`src/rtl/spi_controller.sv`:
```
// -----------------------------------------------------------------------------
// spi_controller
//
// SPI write initiator for the register-configuration interface. Accepts a
// register write over a valid/ready handshake and serializes it as a 16-bit
// mode-0 frame {1'b1 (write), addr[6:0], data[7:0]} on SCLK/nCS/COPI, MSB first.
// SCLK and nCS timing is stretched over several clk cycles because the
// peripheral samples these pins through 2-flop synchronizers.
//
// Parameters:
//   HALF_PERIOD  clk cycles per SCLK half-period (>= 2)
//   CS_HOLD      clk cycles nCS stays low after the last SCLK fall (>= 4)
//   CS_IDLE      clk cycles nCS stays high between frames (>= 1)
//
// Ports:
//   clk, rst            system clock, synchronous active-high reset
//   req_valid/ready     request handshake; ready only while IDLE
//   req_addr, req_data  7-bit register address, 8-bit write data
//   SCLK, nCS, COPI     SPI pins, all registered
//   busy                high whenever the controller is not IDLE
//   done                one-cycle pulse when nCS rises at the end of a frame
//   err                 one-cycle pulse on a rejected request
//
// Optional feature (macro SPI_CTRL_ADDR_CHECK_EN): requests with
// req_addr > 7'h04 are accepted but not transmitted, and err pulses instead.
// Without the macro every address is sent and err is tied to 0.
// -----------------------------------------------------------------------------
`timescale 1ns/1ps

module spi_controller #(
  parameter int HALF_PERIOD = 4,
  parameter int CS_HOLD     = 8,
  parameter int CS_IDLE     = 4
) (
  input  logic       clk,
  input  logic       rst,
  input  logic       req_valid,
  output logic       req_ready,
  input  logic [6:0] req_addr,
  input  logic [7:0] req_data,
  output logic       SCLK,
  output logic       nCS,
  output logic       COPI,
  output logic       busy,
  output logic       done,
  output logic       err
);

  // One counter serves as SCLK divider in SHIFT and as the HOLD/GAP timer.
  localparam int MAX_A = (HALF_PERIOD > CS_HOLD) ? HALF_PERIOD : CS_HOLD;
  localparam int MAX_C = (MAX_A > CS_IDLE) ? MAX_A : CS_IDLE;
  localparam int CW    = $clog2(MAX_C);

  typedef enum logic [1:0] {IDLE, SHIFT, HOLD, GAP} state_t;

  state_t        state;
  logic [14:0]   shreg;     // remaining frame bits; bit 15 goes straight to COPI
  logic [CW-1:0] cnt;
  logic [4:0]    rise_cnt;  // SCLK rising edges seen in this frame, 0..16
  logic          accept;

  assign req_ready = (state == IDLE);
  assign busy      = (state != IDLE);
  assign accept    = req_valid & req_ready;

`ifdef SPI_CTRL_ADDR_CHECK_EN
  logic err_q;
  logic addr_bad;
  assign addr_bad = (req_addr > 7'h04);
  assign err      = err_q;
`else
  assign err = 1'b0;
`endif

  // NOTE: all state is updated with non-blocking assignments so every register
  // in this block sees the values from before the clock edge.
  always_ff @(posedge clk) begin
    if (rst) begin
      state    <= IDLE;
      shreg    <= '0;
      cnt      <= '0;
      rise_cnt <= '0;
      SCLK     <= 1'b0;
      nCS      <= 1'b1;
      COPI     <= 1'b0;
      done     <= 1'b0;
`ifdef SPI_CTRL_ADDR_CHECK_EN
      err_q    <= 1'b0;
`endif
    end else begin
      // NOTE: pulse outputs default low every cycle and are raised only on
      // the cycle that generates them.
      done <= 1'b0;
`ifdef SPI_CTRL_ADDR_CHECK_EN
      err_q <= 1'b0;
`endif
      case (state)
        IDLE: begin
`ifdef SPI_CTRL_ADDR_CHECK_EN
          // Out-of-range request: consume it, stay idle, flag it.
          if (accept && addr_bad) err_q <= 1'b1;
          else
`endif
          if (accept) begin
            state    <= SHIFT;
            shreg    <= {req_addr, req_data};
            COPI     <= 1'b1;            // frame bit 15: write flag
            nCS      <= 1'b0;
            SCLK     <= 1'b0;
            cnt      <= '0;
            rise_cnt <= '0;
          end
        end

        SHIFT: begin
          if (cnt == CW'(HALF_PERIOD - 1)) begin
            cnt  <= '0;
            SCLK <= ~SCLK;
            if (!SCLK) begin
              rise_cnt <= rise_cnt + 5'd1;
            end else if (rise_cnt == 5'd16) begin
              // 16th fall: COPI keeps bit 0, counter restarts as hold timer.
              state <= HOLD;
            end else begin
              COPI  <= shreg[14];
              shreg <= {shreg[13:0], 1'b0};
            end
          end else begin
            cnt <= cnt + 1'b1;
          end
        end

        HOLD: begin
          if (cnt == CW'(CS_HOLD - 1)) begin
            cnt   <= '0;
            state <= GAP;
            nCS   <= 1'b1;
            COPI  <= 1'b0;
            done  <= 1'b1;
          end else begin
            cnt <= cnt + 1'b1;
          end
        end

        GAP: begin
          if (cnt == CW'(CS_IDLE - 1)) begin
            cnt   <= '0;
            state <= IDLE;
          end else begin
            cnt <= cnt + 1'b1;
          end
        end

        default: state <= IDLE;
      endcase
    end
  end

endmodule

```
`config.mk`:
```
export PLATFORM = sky130hd
export DESIGN_NAME = spi_controller
export DESIGN_NICKNAME = d
export VERILOG_FILES = /design/src/rtl/spi_controller.sv
export SDC_FILE = /design/constraint.sdc
export NUM_CORES = 1
export LEC_CHECK = 0
export CORE_MARGIN = 4
export CORE_UTILIZATION = 53
export CTS_BUF_LIST = sky130_fd_sc_hd__clkbuf_16
export DETAILED_ROUTE_END_ITERATION = 12
export PLACE_DENSITY = 0.79
export RECOVER_POWER = 25
export SLEW_MARGIN = 20
export SYNTH_ARGS = -nofsm -noshare
export SYNTH_HDL_FRONTEND = slang
export SYNTH_SLANG_ARGS = --single-unit
```
`constraint.sdc`:
```
create_clock -name clk -period 2 [get_ports clk]
set_input_delay 0.5 -clock clk [delete_from_list [all_inputs] [get_ports clk]]
set_output_delay 0.5 -clock clk [all_outputs]
set_load 0.02 [all_outputs]
```
After elaboration in Yosys (flattened, before gate mapping). Cells that the tools add are included. Widths: inputs -> output; s select.

Flip-flop bits (word level): 29. Output and inout bits: 7. Word-level logic and storage cells: 72.

$add $sub $neg: 2. Equality and inequality tests: 14. Multiplexer cells: 32. Bitwise operators: 3. Reductions and logical operators: 13.

Operators by type and width (number): $mux 15 (4); $pmux 15 s2 (1); $mux 5 (3); $ne 2x2->1 const B (7); $mux 2 (6); $reduce_and 6->1 (2); $pmux 5 s2 (1); $mux 1 (9); $mux 3 (3); $pmux 3 s3 (1); $pmux 2 s4 (1); $reduce_and 3->1 (2); $reduce_bool 2->1 (3); $add 5x1->5 const B (1); $eq 5x5->1 const B (1); $reduce_and 5->1 (1); $eq 2x2->1 const B (2); $pmux 1 s2 (2); $reduce_and 4->1 (1); $reduce_or 2->1 (2); $add 3x1->3 const B (1); $eq 3x2->1 const B (1); $eq 3x3->1 const B (1); $pmux 1 s3 (1); other kinds (6) (7).

Logic depth before layout (Yosys ltp).
Word-level depth: 5. Depth in mapped cells: 8. Mapped depth without buffers: 7.

Least setup slack after synthesis. No wires, ideal clock.

Path kind: register to register. From: reg state[0]. To: reg shreg[14]. Data arrival time: 1.789 ns. Required time: 1.914 ns. Setup slack: 0.125 ns. Cell stages (with the launch flop): 9. Path buffers: 2. Period minus slack after synthesis: 1.875 ns. Path through: dfxtp_1 inv_1 ha_1 buf_4 mux2i_1 a21oi_1 buf_4 a21oi_1 a211oi_1.

Cells in the longest elaborated chain, start to end: 4. Elaborated cells between the ends (all ways): 10. Those cells by class: 5 x eq/ne; 1 x mux; 1 x bitwise; 3 x reduce/logical.

Ends and longest elaborated chain: from (decl) (line 56) `state_t state;`; from (signal assigned) (line 79) `state <= IDLE;`; from (signal assigned) (line 105) `state <= SHIFT;`; from (signal assigned) (line 123) `state <= HOLD;`; $logic_not 2->1 * (line 62) `assign req_ready = (state == IDLE);`; via req_ready (line 38) `output logic req_ready,`; $and 1x1->1 (line 64) `assign accept = req_valid & req_ready;`; $ne 2x1->1 (no source line); $reduce_and 5->1 (no source line); to (signal assigned) (line 106) `shreg <= {req_addr, req_data};`; to (signal assigned) (line 126) `shreg <= {shreg[13:0], 1'b0};`; to (decl) (line 57) `logic [14:0] shreg;`.

The timed path passes the listed nets; every way through them passes the cells marked *. A chain may end at the register's enable or synchronous reset.

Final worst setup path.
From: in req_valid. To: reg COPI.

Cells in the longest elaborated chain, start to end: 3.

Ends and longest elaborated chain: from (decl) (line 37) `input logic req_valid,`; $and 1x1->1 (line 64); $ne 2x1->1 (no source line); $reduce_and 6->1 (no source line); to (signal assigned) (line 125) `COPI <= shreg[14];`; to (decl) (line 43) `output logic COPI,`.

Every way passes these cells.

==> out/results.tsv <==
metric	value	unit
synth.distinct_cells	31	
ys_ff_latch	29	
antenna_found_initial	0	
vias	1365	
skew	3.951	ps
yosys.area.top_type_share	36.85	%
min_delay_path_depth	2	
yosysWarnings	0	
status	completed	
crit_path_end_kind	flop	
max-clock-path-buffers	2	
die_w	62.52	um
route.met3.wl	122	um
wl_met2	1795	um
wl_per_cell	14.97	um
die_h	62.52	um
arrival	2100	ps
core	0.002805	mm2
syn-instance-count	170	
finalSetupViolCount	0	
worstMarginPinSlew	619.6	ps
antenna-diode-count	0	
layout_commonest_cell	dfxtp_1	
highest_layer	met4	
wirelength	3502	um
holdPathEnd	COPI	
maxCapViolations	0	
cts.sinks	29	
irDropWorstVdd	0.0008396	V
start_util	56.16	%
route.detailed.drc	0	
cts_max_level	2	
cts_buffers	5	
port_buffers	23	
path_clk_slew	50	ps
fp.dieArea	0.003908	mm2
firstDrtPassIters	5	
setup.worst_path.start_class	input pin	
final_cell_mix	dfxtp_1, a21oi_1, mux2i_1	
gp_congestion	0.7972	
register_area	581.8	um2
drt_iter0_drc	50	
criticalPathCategory	input pin to flop	
r2r_end	rise_cnt[2]	
r2r_setup_slack	110	ps
drive_gt1_share	13.30	%
fin_nets	233	
ios	25	
syn_avg_cell_area	9.266	um2
p_per_area	1305	mW/mm2
hold-worst-slack	486.4	ps
cts-root-buf	clkbuf_16	
synth_nets	200	
rr_startpoint	state[1]	
fin_tns_setup	0	ps
p_leak	0.7905	nW
totalPowerFinal	2.657	mW
hold_start	COPI	
fin_crit	1898	ps
area_growth	29.31	%
grt_pass1_vias	1387	
synth_top_area_cell	dfxtp_1	
yosysSeqAreaShare	36.85	%
drv_slew	0	
insertion_delay	270	ps
fmax	526.8	MHz
crit_required	2200	ps
ff2ff_path_depth	8	
grt_remaining_overflow	0	
fill_cells	221	
relSlewSlack	58.69	%
rsz0062_at_grt	no	
grt_pass1_wl	6003	um
track_usage	18.84	%
yosys-top-cells-area	dfxtp_1, mux2i_1, ha_1	
hold_class	flop to flop	
fin_crit_sh	94.92	%
cts_tree	done	
finalHoldViolations	0	
multi_input_area	912.1	um2
grt_max_degree	19	
rows	19	
worst-path-max-fanout	4	
routed_via_density	5.833	
drt-met1-wl	1541	um
post-route-util	72.61	%
netlist_area	0.001575	mm2
postRouteAntennaNets	0	
place_hpwl	2433	um
[how the worst max path moves through the flow]
stage	from	slack, ps	cells past startpoint	endpoint
after CTS	state[0]	30	4	busy
after floorplan	state[0]	130	8	shreg[14]
after global placement	req_valid	-230	5	shreg[3]
final	req_valid	100	6	COPI
after global routing	cnt[0]	5	6	state[0]
after detailed placement	req_valid	-360	5	shreg[2]
[sequential cells by signal, indices dropped and copies added (netlist names)]
| register | flops |
|---|---|
| COPI | 1 |
| state | 2 |
| rise_cnt | 5 |
| nCS | 1 |
| shreg | 15 |
| done | 1 |
| cnt | 3 |
| SCLK | 1 |
[cell families (layout without fill, tap and decap cells)]
family | count (synthesis) | after routing | share of synthesized area, %
compound gates | 58 | 58 | 24.15
simple gates | 30 | 30 | 11.36
flops | 29 | 29 | 36.85
buf+inv | 22 | 55 | 6.433
mux | 18 | 18 | 11.44
fa+ha+maj | 12 | 12 | 9.531
other cells | 1 | 1 | 0.2381
[final cells by class]
cell class,instances,area share [%]
Tap cell,31,1.904
Sequential cell,29,28.56
Clock buffer,5,6.143
Multi-Input combinational cell,119,44.78
Inverter,11,2.027
Clock inverter,2,0.3686
Timing Repair Buffer,37,16.22
[power breakdown]
group	switching (mW)	leakage, nW	internal, mW
Combinational	0.626	0.484	0.501
Sequential	0.105	0.238	0.748
Clock	0.234	0.0685	0.442
Total	0.966	0.791	1.69
[metrics by stage]
step / instance area [um2] / instances / worst slack, ps
floorplan: 1575 / 170 / 125.3
finish: 2037 / 234 / 101.6
CTS: 2023 / 234 / 25.95
global placement: 1859 / 223 / -234.8
global route: 2037 / 234 / 4.970
detailed placement: 1859 / 223 / -360.4
[synthesized netlist by cell type, drive strengths merged]
| cell | n |
|---|---|
| buf | 7 |
| o31ai | 1 |
| mux2i | 18 |
| nor2b | 1 |
| o21bai | 1 |
| nand3b | 1 |
| a311oi | 3 |
| dfxtp | 29 |
| nor2 | 8 |
| and3 | 1 |
| nand2b | 6 |
| nand3 | 2 |
| conb | 1 |
| a21oi | 24 |
| a41oi | 2 |
| inv | 11 |
| nor3b | 1 |
| a22oi | 1 |
| clkbuf | 4 |
| o21ai | 6 |
| a2bb2oi | 2 |
| a221oi | 1 |
| o21a | 1 |
| a211oi | 15 |
| nand2 | 8 |
| ha | 12 |
| or4 | 1 |
| o211ai | 1 |
| nor4bb | 1 |
[critical path, stage by stage]
cell and delay, ps:
clkdlybuf4s50_1 480, clkbuf_1 180, nand2b_1 150, o211ai_1 140, or4_1 490, a21oi_1 160
[metal layers]
metal  GRT usage (%)  vias to the layer above
met5               0                        -
met4           7.163                        0
met3           5.216                        6
met2           33.16                       22
met1           21.50                      657
li1                -                      680
[repair_timing]
item | CTS | global route
buffers inserted | 4 | 0
resized for setup | 4 | 5
pin swaps | 1 | 1
hold buffers | 0 | 0
endpoints found under the setup margin | 18 | 21
Power figures use the tool's default switching activity.
